==> src/rtl/counter_sequencer_pkg.sv <==
// Shared types and constants for the counter sequencer and its datapath.
// The state enum is also exported on the interface so checkers can observe it.
package counter_sequencer_pkg;

  localparam int WIDTH_DEFAULT = 3;

  typedef enum logic [1:0] {
    IDLE = 2'd0,
    RUN  = 2'd1,
    DONE = 2'd2
  } state_t;

endpackage

==> src/rtl/counter_sequencer_if.sv <==
// Control and status bundle of the counter sequencer; the FSM state is exported for observation.
// Start is a level request sampled only in IDLE: there is no ready, a request raised in RUN/DONE is dropped, never queued.
interface counter_sequencer_if
  import counter_sequencer_pkg::*;
#(
  parameter int WIDTH = WIDTH_DEFAULT
);

  logic             Start;
  logic [WIDTH-1:0] Limit;
  logic             Dir;
  logic             Hold;
  logic             Abort;
  logic [WIDTH-1:0] Q;
  logic             Busy;
  logic             Done;
  state_t           State;

  modport master (
    output Start,
    output Limit,
    output Dir,
    output Hold,
    output Abort,
    input  Q,
    input  Busy,
    input  Done,
    input  State
  );

  modport slave (
    input  Start,
    input  Limit,
    input  Dir,
    input  Hold,
    input  Abort,
    output Q,
    output Busy,
    output Done,
    output State
  );

endinterface

==> src/rtl/updown_counter.sv <==
// Loadable up/down counter: Load has priority over En; wraps modulo 2^WIDTH,
// although the sequencer never lets it step past its end value.
module updown_counter
  import counter_sequencer_pkg::*;
#(
  parameter int WIDTH = WIDTH_DEFAULT
) (
  input  logic             Clk,
  input  logic             nRst,
  input  logic             Load,
  input  logic [WIDTH-1:0] LoadVal,
  input  logic             En,
  input  logic             Up,
  output logic [WIDTH-1:0] Q
);

  localparam logic [WIDTH-1:0] ONE = {{(WIDTH-1){1'b0}}, 1'b1};

  always_ff @(posedge Clk or negedge nRst) begin
    if (!nRst) begin
      Q <= '0;
    end else if (Load) begin
      Q <= LoadVal;
    end else if (En) begin
      if (Up) begin
        Q <= Q + ONE;
      end else begin
        Q <= Q - ONE;
      end
    end
  end

endmodule

==> src/rtl/counter_sequencer.sv <==
// Run sequencer: accepts a run in IDLE, counts toward the captured end value in RUN,
// then pulses Done for one cycle. Busy/Done are pure decodes of the state register.
module counter_sequencer
  import counter_sequencer_pkg::*;
#(
  parameter int WIDTH = WIDTH_DEFAULT
) (
  input  logic                Clk,
  input  logic                nRst,
  counter_sequencer_if.slave  bus
);

  state_t           state_r;
  state_t           state_nxt;
  logic [WIDTH-1:0] lim_r;
  logic             dir_r;
  logic [WIDTH-1:0] q;
  logic [WIDTH-1:0] end_val;
  logic             at_end;
  logic             accept;
  logic             cnt_load;
  logic [WIDTH-1:0] cnt_load_val;
  logic             cnt_en;

  assign end_val = dir_r ? lim_r : '0;
  assign at_end  = (q == end_val);
  assign accept  = (state_r == IDLE) && bus.Start;

  always_ff @(posedge Clk or negedge nRst) begin
    if (!nRst) begin
      state_r <= IDLE;
    end else begin
      state_r <= state_nxt;
    end
  end

  // Limit/Dir are captured only on acceptance so changes during a run are invisible.
  always_ff @(posedge Clk or negedge nRst) begin
    if (!nRst) begin
      lim_r <= '0;
      dir_r <= 1'b1;
    end else if (accept) begin
      lim_r <= bus.Limit;
      dir_r <= bus.Dir;
    end
  end

  always_comb begin
    state_nxt    = state_r;
    cnt_load     = 1'b0;
    cnt_load_val = '0;
    cnt_en       = 1'b0;
    case (state_r)
      IDLE: begin
        if (bus.Start) begin
          cnt_load     = 1'b1;
          cnt_load_val = bus.Dir ? '0 : bus.Limit;
          state_nxt    = RUN;
        end
      end
      RUN: begin
        // Abort beats completion, completion beats Hold.
        if (bus.Abort) begin
          cnt_load     = 1'b1;
          cnt_load_val = '0;
          state_nxt    = IDLE;
        end else if (at_end) begin
          state_nxt = DONE;
        end else if (!bus.Hold) begin
          cnt_en = 1'b1;
        end
      end
      DONE: begin
        state_nxt = IDLE;
      end
      default: begin
        state_nxt = IDLE;
      end
    endcase
  end

  updown_counter #(
    .WIDTH (WIDTH)
  ) u_counter (
    .Clk     (Clk),
    .nRst    (nRst),
    .Load    (cnt_load),
    .LoadVal (cnt_load_val),
    .En      (cnt_en),
    .Up      (dir_r),
    .Q       (q)
  );

  assign bus.Q     = q;
  assign bus.Busy  = (state_r == RUN);
  assign bus.Done  = (state_r == DONE);
  assign bus.State = state_r;

endmodule
==> src/flat_wrapper.sv <==
// flat-port wrapper written by rule: the top's interface ports become plain ports
module counter_sequencer_flat import counter_sequencer_pkg::*;
#(
  parameter int WIDTH = WIDTH_DEFAULT
)
  (Clk, nRst, bus_Start, bus_Limit, bus_Dir, bus_Hold, bus_Abort, bus_Q, bus_Busy, bus_Done, bus_State);
  counter_sequencer_if #(.WIDTH(WIDTH)) bus_i ();
  input  logic Clk;
  input  logic nRst;
  input wire logic [$bits(bus_i.Start)-1:0] bus_Start;
  input wire logic [$bits(bus_i.Limit)-1:0] bus_Limit;
  input wire logic [$bits(bus_i.Dir)-1:0] bus_Dir;
  input wire logic [$bits(bus_i.Hold)-1:0] bus_Hold;
  input wire logic [$bits(bus_i.Abort)-1:0] bus_Abort;
  output wire logic [$bits(bus_i.Q)-1:0] bus_Q;
  output wire logic [$bits(bus_i.Busy)-1:0] bus_Busy;
  output wire logic [$bits(bus_i.Done)-1:0] bus_Done;
  output wire logic [$bits(bus_i.State)-1:0] bus_State;
  assign bus_i.Start = bus_Start;
  assign bus_i.Limit = bus_Limit;
  assign bus_i.Dir = bus_Dir;
  assign bus_i.Hold = bus_Hold;
  assign bus_i.Abort = bus_Abort;
  assign bus_Q = bus_i.Q;
  assign bus_Busy = bus_i.Busy;
  assign bus_Done = bus_i.Done;
  assign bus_State = bus_i.State;
  counter_sequencer #(.WIDTH(WIDTH)) u_core (.Clk(Clk), .nRst(nRst), .bus(bus_i));
endmodule
==> config.mk <==
export PLATFORM = sky130hd
export DESIGN_NAME = counter_sequencer_flat
export DESIGN_NICKNAME = d
export VERILOG_FILES = /design/src/rtl/counter_sequencer_pkg.sv /design/src/rtl/counter_sequencer_if.sv /design/src/rtl/updown_counter.sv /design/src/rtl/counter_sequencer.sv /design/src/flat_wrapper.sv
export SDC_FILE = /design/constraint.sdc
export NUM_CORES = 1
export LEC_CHECK = 0
export CORE_AREA = 3 3 40 42
export DETAILED_ROUTE_END_ITERATION = 12
export DIE_AREA = 0 0 43 45
export HOLD_SLACK_MARGIN = 0.08
export MAX_ROUTING_LAYER = met4
export PLACE_DENSITY_LB_ADDON = 0.2
export SETUP_SLACK_MARGIN = 0.1
export SLEW_MARGIN = 0
export SYNTH_ARGS = -nofsm -noshare
export SYNTH_HDL_FRONTEND = slang
export SYNTH_SLANG_ARGS = --single-unit
==> constraint.sdc <==
create_clock -name Clk -period 2.2 [get_ports Clk]
set_input_delay 0.44 -clock Clk [delete_from_list [all_inputs] [get_ports Clk]]
set_output_delay 0.44 -clock Clk [all_outputs]
set_load 0.005 [all_outputs]
==> results by group, run 1 <==
Outcome
  • Status: complete, no violations

Final layout
  • Fraction of layout cells with a size suffix above 1: 21.6%
  • Layout area overhead: 41.7%
  • Most common cell after layout, fill and taps aside: clkdlybuf4s50_1
  • Finished Cell Area: 766 sq um
  • Finished Layout Cells: 89
  • ANT cells: 0
  • Net count, final: 85
  • Most frequent cells in the layout: 15 x clkdlybuf4s50_1, 8 x dfrtp_1, 4 x nand2_1, 4 x buf_4
  • # fillers: 126

Placement
  • Port bufs: 15
  • RePlAce Congestion: slightly above 0.8
  • Post-DP HPWL: 954 microns
  • Placed inst area: approximately 740 sq um
  • DP Cell Count: 85

Clock network
  • TritonCTS clock tree: built
  • Clock sink count: 9
  • CTS buffer count: 3
  • Reg clk slew, reported paths: 0.06 ns
  • # hold bufs at CTS: 0
  • Post-CTS Setup Bufs: 0
  • Max clock buf depth: 2
  • Root buf cell: clkbuf_4
  • H-tree depth: 1
  • Post_cts resized: 0
  • Skew-Pair Late Insertion Delay: 0.26 ns

Global routing
  • Antenna violations before repair: 0
  • Largest net degree at the start of global routing: 10
  • GRT Util Overall: 15.0%
  • Congestion Overflow GR: 0
  • Vias in the first global route: around 440
  • First-pass GRT wire length: 2.01 mm

Setup path
  • Worst Setup End Kind: flip-flop
  • Max stage delay on crit path: 0.54 ns
  • Crit Path Class: input port to flip-flop
  • Crit path max-delay family: simple AND/OR/NAND/NOR gates
  • Cell at the slowest stage of the critical path: or4b_1
  • Worst Path Max Fanout: 6
  • Buf+Inv Stages, Crit Path: 1
  • Critical path data arrival time: 2.08 ns
  • Cells along the critical path: clkdlybuf4s50_1 > or4b_1 > o21bai_1 > o22ai_2 > nor3_1 > a221oi_2
  • Startpoint types: input port
  • Worst Path Required: 2.37 ns

STA
  • Setup violations, final: 0
  • Final setup TNS: 0 ns
  • Fin crit period: roughly 1.9 ns
  • Setup Skew: between 0.006 and 0.007 ns
  • Final Max Slew Viols: 0
  • Max frequency: 522 MHz
  • Final worst path period share: between 80% and 90%
  • Slew Limit Headroom: about three quarters
  • RSZ-0062 raised after global routing: false
  • Final Hold Viols: 0
  • Worst-margin pin slew: 0.403 ns

Job
  • # Max-Cap Violations: 0

Floorplan
  • Row count: 13
  • Die H: about 45 microns
  • Die ar.: 0.00194 sq mm
  • CORE AREA: 0.00128 sq mm
  • Die width: 43 microns
  • Initial core utilization: 42.1%
  • # IOs: 16

Logic synthesis
  • Top cells by area, synth: dfrtp_1 37%, mux2_2 6.2%, dfstp_2 4.9%
  • Post-synth top area share: a little under two fifths
  • Register area share after synthesis: 41.9%
  • Yosys warns: 0
  • Unique masters post-synth: 29
  • Synthesized flop and latch total: 9
  • Synth area leader: dfrtp_1
  • Syn Inst Count: 51
  • Post-Syn Nets: 61
  • Average cell area after synthesis: 10.6 sq um
  • Mapped cell area: between 500 and 600 sq um

Power
  • Power density over the cells: 1310 mW/mm^2
  • VDD IR max: 544 uV
  • Leak: 0.000318 uW

Worst hold path
  • Worst hold path class: input port to asynchronous set/reset pin

Route
  • DRT iter0 DRCs: 13
  • Post-route DRC: 0
  • Routed wire length: 1.18 mm
  • Wire per inst: 13.3 microns
  • Via count: 473
  • Drt pass-1 iters: 4
  • Vias/cell: 5.31
  • Final ANT Viol Nets: 0
-- registers in the layout, summed over array words and instances, names as in the netlist --
signal              count
u_core.bus.State        2
u_core.dir_r            1
u_core.lim_r            3
u_core.u_counter.Q      3
-- routing by layer --
layer  vias to the layer above  GRT usage [%]  part of all wire (%)
met5                         -              -                     0
met1                       225           18.0                    45
li1                        231              -                     -
met4                         0           7.23                   1.0
met3                         2           4.78                   6.2
met2                        15           22.8                    48
-- area by class of cell --
cell class | count | area [sq um] | share of cell area [%]
Inverter | 3 | 11.3 | 1.47
Tap cell | 15 | 18.8 | 2.45
Timing Repair Buffer | 19 | 180 | 23.5
Multi-Input combinational cell | 39 | 303 | 39.5
Sequential cell | 9 | 226 | 29.6
Clock buffer | 4 | 26.3 | 3.43
-- cells in the mapped netlist, drive strengths merged --
master / n
nor4b: 1
a21boi: 1
a211oi: 1
fa: 1
mux2: 3
nand4bb: 1
nand3: 2
xor2: 2
o21bai: 1
dfstp: 1
dfrtp: 8
o22ai: 2
or4b: 1
a31o: 1
nand2: 4
xnor2: 1
or2: 1
and2b: 1
o21a: 1
nor3b: 1
a221oi: 1
inv: 3
o311a: 1
mux2i: 1
nor2b: 2
nor3: 2
nor2: 3
o21ai: 3
-- worst paths after layout --
path | from | to | slack, ns | cells past startpoint
max | bus_Abort | u_core.u_counter.Q[1] | 0.29 | 6
min in group Clk | u_core.lim_r[1] | u_core.lim_r[1] | 0.52 | 1
max in group asynchronous | nRst | u_core.dir_r | 1.40 | 1
min | nRst | u_core.u_counter.Q[1] | 0.47 | 1
max reg2reg | u_core.dir_r | u_core.u_counter.Q[2] | 0.47 | 6
min reg2reg | u_core.lim_r[1] | u_core.lim_r[1] | 0.52 | 1
-- report_power, final --
group          internal [uW]  switching, uW
sequential               249            108
clock                   69.7           54.1
combinational            306            218
-- through the flow --
| step | hold WS, ns | setup slack (ns) | util, % | total power, uW |
|---|---|---|---|---|
| global placement | 0.510 | 0.0294 | 57.5 | 873 |
| detailed placement | 0.515 | 0.0221 | 57.5 | 885 |
| CTS | 0.492 | 0.276 | 59.6 | 1020 |
| global route | 0.502 | 0.157 | 59.6 | 1100 |
| finish | 0.473 | 0.286 | 59.6 | 1000 |
| floorplan | 0.144 | 0.490 | - | 667 |
-- cells by family (layout without fill, tap and decap cells) --
family / count (synthesis) / in the layout / share of synthesized area [%]
fa+ha+maj: 1 / 1 / 3.70
buf+inv: 3 / 26 / 2.08
compound gates: 12 / 12 / 18.1
simple gates: 19 / 19 / 21.3
mux: 4 / 4 / 8.10
flops: 9 / 9 / 41.9
xor+xnor: 3 / 3 / 4.86
(Power assumes the default switching activity.)
==> inputs of run 2 (changes only) <==
- ABC_AREA: unset -> 1
- CORE_AREA: 3 3 40 42 -> unset
- CORE_MARGIN: unset -> 3
- CORE_UTILIZATION: unset -> 45
- DIE_AREA: 0 0 43 45 -> unset
- SLEW_MARGIN: 0 -> unset
==> results by group, run 2 <==
Logic synthesis
  • Most frequent cell after synthesis: nand2_1
  • Post-synth top cells: 29 x nand2_1, 10 x inv_1, 8 x dfrtp_1
  • Ys flop type: dfrtp_1
  • Post-synth top area share: 33.8%
  • Post-synthesis mux area share: 0%
  • Ys async rst share: between 90% and 100%
  • Largest family of logic cells by synthesized area: simple AND/OR/NAND/NOR gates
  • Mapped cell area: 592 sq um
  • Simple-Gate Fraction of Synth Area: 36.8%
  • Yosys warns: 0
  • Post-Syn Nets: 88
  • Area share of fa/ha/maj cells after synthesis: under 10%
  • Syn Inst Count: 78
  • Register area share after synthesis: 38.3%
  • Top cells by area, synth: dfrtp_1 34%, nand2_1 18%, inv_1 6.3%
  • Synth Area in XOR/XNOR: under 10%
  • Synthesized flop and latch total: 9
  • Synth Area in Compound Gates: ~8.5%
  • Unique masters post-synth: 21
  • Synth area leader: dfrtp_1
  • Average cell area after synthesis: 7.59 sq um
  • Post-synth EDFFs: 0

STA
  • Final Hold Viols: 0
  • Worst-margin pin slew: ~0.43 ns
  • Final Max Slew Viols: 0
  • Final setup TNS: 0 ns
  • RSZ-0062 raised after global routing: false
  • Final worst path period share: 84.5%
  • Max frequency: between 500 and 600 MHz
  • Hold_ws: 0.473 ns
  • Fin crit period: about 1.9 ns
  • Setup violations, final: 0
  • Setup Skew: about 0.0025 ns
  • Slew Limit Headroom: 71.2%

Clock network
  • # hold bufs at CTS: 0
  • TritonCTS clock tree: built
  • Root buf cell: clkbuf_4
  • Max clock buf depth: 2
  • Post_cts resized: 0
  • Reg clk slew, reported paths: approximately 0.070 ns
  • Skew-Pair Late Insertion Delay: 0.27 ns
  • CTS buffer count: 3
  • Clock sink count: 9
  • H-tree depth: 1
  • Post-CTS Setup Bufs: 0

Final layout
  • End-of-flow core utilization: between 60% and 70%
  • Net count, final: 107
  • Most frequent cells in the layout: 29 x nand2_1, 15 x clkdlybuf4s50_1, 10 x inv_1, 8 x dfrtp_1, 5 x nand3_1
  • ANT cells: 0
  • Layout area overhead: 30.9%
  • Fraction of layout cells with a size suffix above 1: about a fifth
  • Finished Cell Area: 774 sq um
  • # fillers: 99
  • Most common cell after layout, fill and taps aside: nand2_1

Global routing
  • First-pass GRT wire length: 2.23 mm
  • Antenna violations before repair: 0
  • Congestion Overflow GR: 0
  • GRT Max-Usage Layer: met2
  • Routing usage on met3: under 10%
  • Largest net degree at the start of global routing: 11
  • M1 GR Usage: 22.3%
  • GRT Util Overall: 16.8%
  • Vias in the first global route: 530
  • M2 GR Usage: 24.3%

Worst hold path
  • Worst hold path class: input port to asynchronous set/reset pin

Setup path
  • Reg-to-Reg Start: u_core.dir_r
  • Worst Path Required: about 1.8 ns
  • Critical path data arrival time: 1.42 ns
  • Worst Path Max Fanout: 3
  • Startpoint types: flip-flop
  • Worst setup path start: u_core.bus.State[1]
  • Crit Path Class: flip-flop to output port
  • Worst Setup End Kind: output port

Job
  • # Max-Cap Violations: 0

Placement
  • Port bufs: 15
  • RePlAce Congestion: 0.803
  • Placed inst area: roughly 750 sq um
  • Post-DP HPWL: 933 microns

Floorplan
  • Die ar.: approximately 0.0018 sq mm
  • Initial core utilization: between 50% and 60%
  • Die H: 42.3 microns
  • Row count: 12
  • Die width: 42.3 microns
  • # IOs: 16
  • CORE AREA: 0.00117 sq mm

Route
  • Final ANT Viol Nets: 0
  • DRT iter0 DRCs: 5
  • Vias/cell: 4.77
  • Drt pass-1 iters: 3
  • Wire per inst: 10.7 microns
  • Post-route DRC: 0
  • Routed wire length: approximately 1.2 mm
  • Via count: 525

Outcome
  • Status: complete, no violations

Power
  • VDD IR max: between 700 and 800 uV
  • Leak: roughly 0.0004 uW
  • Design Power: 1110 uW
  • Power density over the cells: 1440 mW/mm^2
run 2: cell count changes after synthesis, sizes merged, moves of 2 or more:
cell	change
nand3	+4
nor3	-2
inv	+10
mux2	-3
nor2b	-2
nand2	+29
o21ai	+2
run 2: cell type report:
class | count | area [sq um] | area share [%]
repair buffers | 15 | 150 | 19.4
flip-flops and latches | 9 | 226 | 29.2
well taps | 14 | 17.5 | 2.26
clock buffers | 4 | 26.3 | 3.39
multi-input cells | 55 | 305 | 39.4
inverters | 13 | 48.8 | 6.30
run 2: worst max-delay path, stage by stage (launching register included):
cell and delay (ns):
dfrtp_1 0.40, inv_1 0.09, nand2_1 0.10, inv_1 0.07, clkdlybuf4s50_1 0.49
run 2: per-layer routing:
layer | wire (microns) | up-vias
met5 | 0 | -
met4 | 29 | 0
met3 | 48 | 4
met2 | 543 | 10
met1 | 556 | 237
li1 | - | 274
run 2: worst paths after layout:
check	end	slack (ns)	depth (start not counted)
setup / recovery	bus_Busy	0.34	4
hold / removal	u_core.u_counter.Q[1]	0.47	1
setup reg to reg	u_core.u_counter.Q[2]	0.48	9
hold reg to reg	u_core.lim_r[0]	0.54	2
max in group asynchronous	u_core.dir_r	1.39	1
min in group Clk	u_core.lim_r[0]	0.54	2
run 2: power by group:
part           switching (uW)  total, uW  leakage [uW]  internal, uW
Sequential                100        350      0.000111           249
Clock                    65.2        135     0.0000150          70.2
Combinational             323        627      0.000275           304
run 2: cell families after synthesis:
| kind of cell | count (synthesis) |
|---|---|
| fa+ha+maj | 1 |
| xor+xnor | 2 |
| buf+inv | 14 |
| compound gates | 7 |
| flops | 9 |
| simple gates | 45 |
run 2: through the flow:
stage / std cells / worst slack, ns
after global placement: 106 / 0.524
final: 110 / 0.341
after floorplan: 78 / 0.557
after detailed placement: 106 / 0.482
after CTS: 110 / 0.332
after global routing: 110 / 0.248
==> inputs of run 3 (changes only) <==
- clock period: 2.2 -> 1.82 ns (I/O delays scaled with it)
==> results by group, run 3 (synthesis gave the netlist of run 2 again) <==
Route
  • Vias/cell: 5.04
  • Final ANT Viol Nets: 0
  • DRT iter0 DRCs: 9
  • Post-route DRC: 0
  • Routed wire length: 1.32 mm
  • Drt pass-1 iters: 4
  • Via count: 564
  • Wire per inst: 11.8 microns

STA
  • Worst-margin pin slew: 0.415 ns
  • Final Max Slew Viols: 0
  • Final setup TNS: 0 ns
  • Fin crit period: 1.68 ns
  • Setup Skew: between 0.0015 and 0.002 ns
  • Slew Limit Headroom: slightly above 70%
  • Max frequency: 594 MHz
  • RSZ-0062 raised after global routing: false
  • Final worst path period share: 92.4%
  • Setup violations, final: 0
  • Final Hold Viols: 0

Clock network
  • Root buf cell: clkbuf_4
  • TritonCTS clock tree: built
  • Skew-Pair Late Insertion Delay: about 0.26 ns
  • Clock sink count: 9
  • Max clock buf depth: 2
  • H-tree depth: 1
  • Reg clk slew, reported paths: ~0.060 ns
  • # hold bufs at CTS: 0
  • CTS buffer count: 3

Floorplan
  • CORE AREA: 0.00117 sq mm
  • Row count: 12
  • Die ar.: between 0.0015 and 0.002 sq mm
  • # IOs: 16
  • Initial core utilization: 50.5%
  • Die width: 42.3 microns
  • Die H: roughly 42 microns

Global routing
  • First-pass GRT wire length: 2.19 mm
  • Antenna violations before repair: 0
  • Vias in the first global route: about 510
  • GRT Util Overall: around 17%
  • Largest net degree at the start of global routing: 10
  • Congestion Overflow GR: 0

Placement
  • Placed inst area: roughly 760 sq um
  • RePlAce Congestion: slightly above 0.8
  • Post-DP HPWL: around 990 microns
  • Port bufs: 15
  • DP Cell Count: around 110

Outcome
  • Status: complete, no violations

Power
  • Leak: 0.000414 uW
  • VDD IR max: 902 uV
  • Design Power: 1390 uW
  • Power density over the cells: approximately 1800 mW/mm^2

Final layout
  • Finished Layout Cells: between 100 and 150
  • ANT cells: 0
  • Net count, final: roughly 110
  • Most frequent cells in the layout: 28 x nand2_1, 14 x clkdlybuf4s50_1, 9 x inv_1, 8 x dfrtp_1, 5 x nand3_1
  • Most common cell after layout, fill and taps aside: nand2_1
  • Fraction of layout cells with a size suffix above 1: 22.4%
  • Finished Cell Area: 791 sq um
  • Layout area overhead: 33.6%

Setup path
  • Crit Path Class: flip-flop to output port
  • R2R setup slack: approximately 0.23 ns
  • Worst Path Required: between 1 and 1.5 ns
  • Reg-to-Reg Start: u_core.dir_r
  • Critical path data arrival time: 1.32 ns
  • Startpoint types: flip-flop
  • R2r worst-path depth: 9
  • RR Endpoint: u_core.u_counter.Q[2]
  • Worst Path Max Fanout: 4
  • Worst Setup End Kind: output port

Job
  • # Max-Cap Violations: 0

Worst hold path
  • Worst hold path class: input port to asynchronous set/reset pin
[run 3: where the power goes]
group	leakage, uW	internal [uW]	total, uW	switching (uW)
logic	0.000287	384	821	437
registers	0.000111	300	407	107
clock network	0.0000150	84.8	160	75.3
[run 3: worst max-delay path by stage]
stage,start,end,slack [ns]
floorplan,u_core.dir_r,u_core.u_counter.Q[2],0.18
global placement,u_core.dir_r,u_core.u_counter.Q[2],0.26
detailed placement,u_core.dir_r,u_core.u_counter.Q[2],0.25
CTS,u_core.bus.State[0],bus_Done,0.16
global route,u_core.dir_r,u_core.u_counter.Q[2],0.12
finish,u_core.bus.State[0],bus_Done,0.14
[run 3: layer usage]
layer / track usage [%] / vias up / part of all wire (%)
met5: - / - / 0
met4: 9.32 / 0 / 2.2
met3: 3.86 / 5 / 6.1
met2: 27.1 / 24 / 49
met1: 19.4 / 256 / 43
li1: - / 279 / -
[run 3: repair_timing]
item	CTS	global route
setup endpoints to repair	1	0
setup buffers	1	0
gates resized for setup	3	0
[run 3: area by class of cell]
cell class                      count  area [sq um]
Inverter                           13          48.8
Timing Repair Buffer               17           164
Clock buffer                        4          26.3
Fill cell                         104           380
Multi-Input combinational cell     55           308
Tap cell                           14          17.5
Sequential cell                     9           226
[run 3: metrics by stage]
step | utilization [%] | hold slack (ns) | setup WS (ns)
final | 67.5 | 0.395 | 0.137
after global routing | 67.5 | 0.404 | 0.116
after detailed placement | 64.5 | 0.515 | 0.247
after CTS | 67.5 | 0.401 | 0.158
after global placement | 64.5 | 0.513 | 0.261
after floorplan | - | 0.0684 | 0.177
[run 3: worst max-delay path: stages, from the launching register on]
cell and delay, ns:
dfrtp_1 0.44, nor2_1 0.12, clkdlybuf4s50_1 0.50
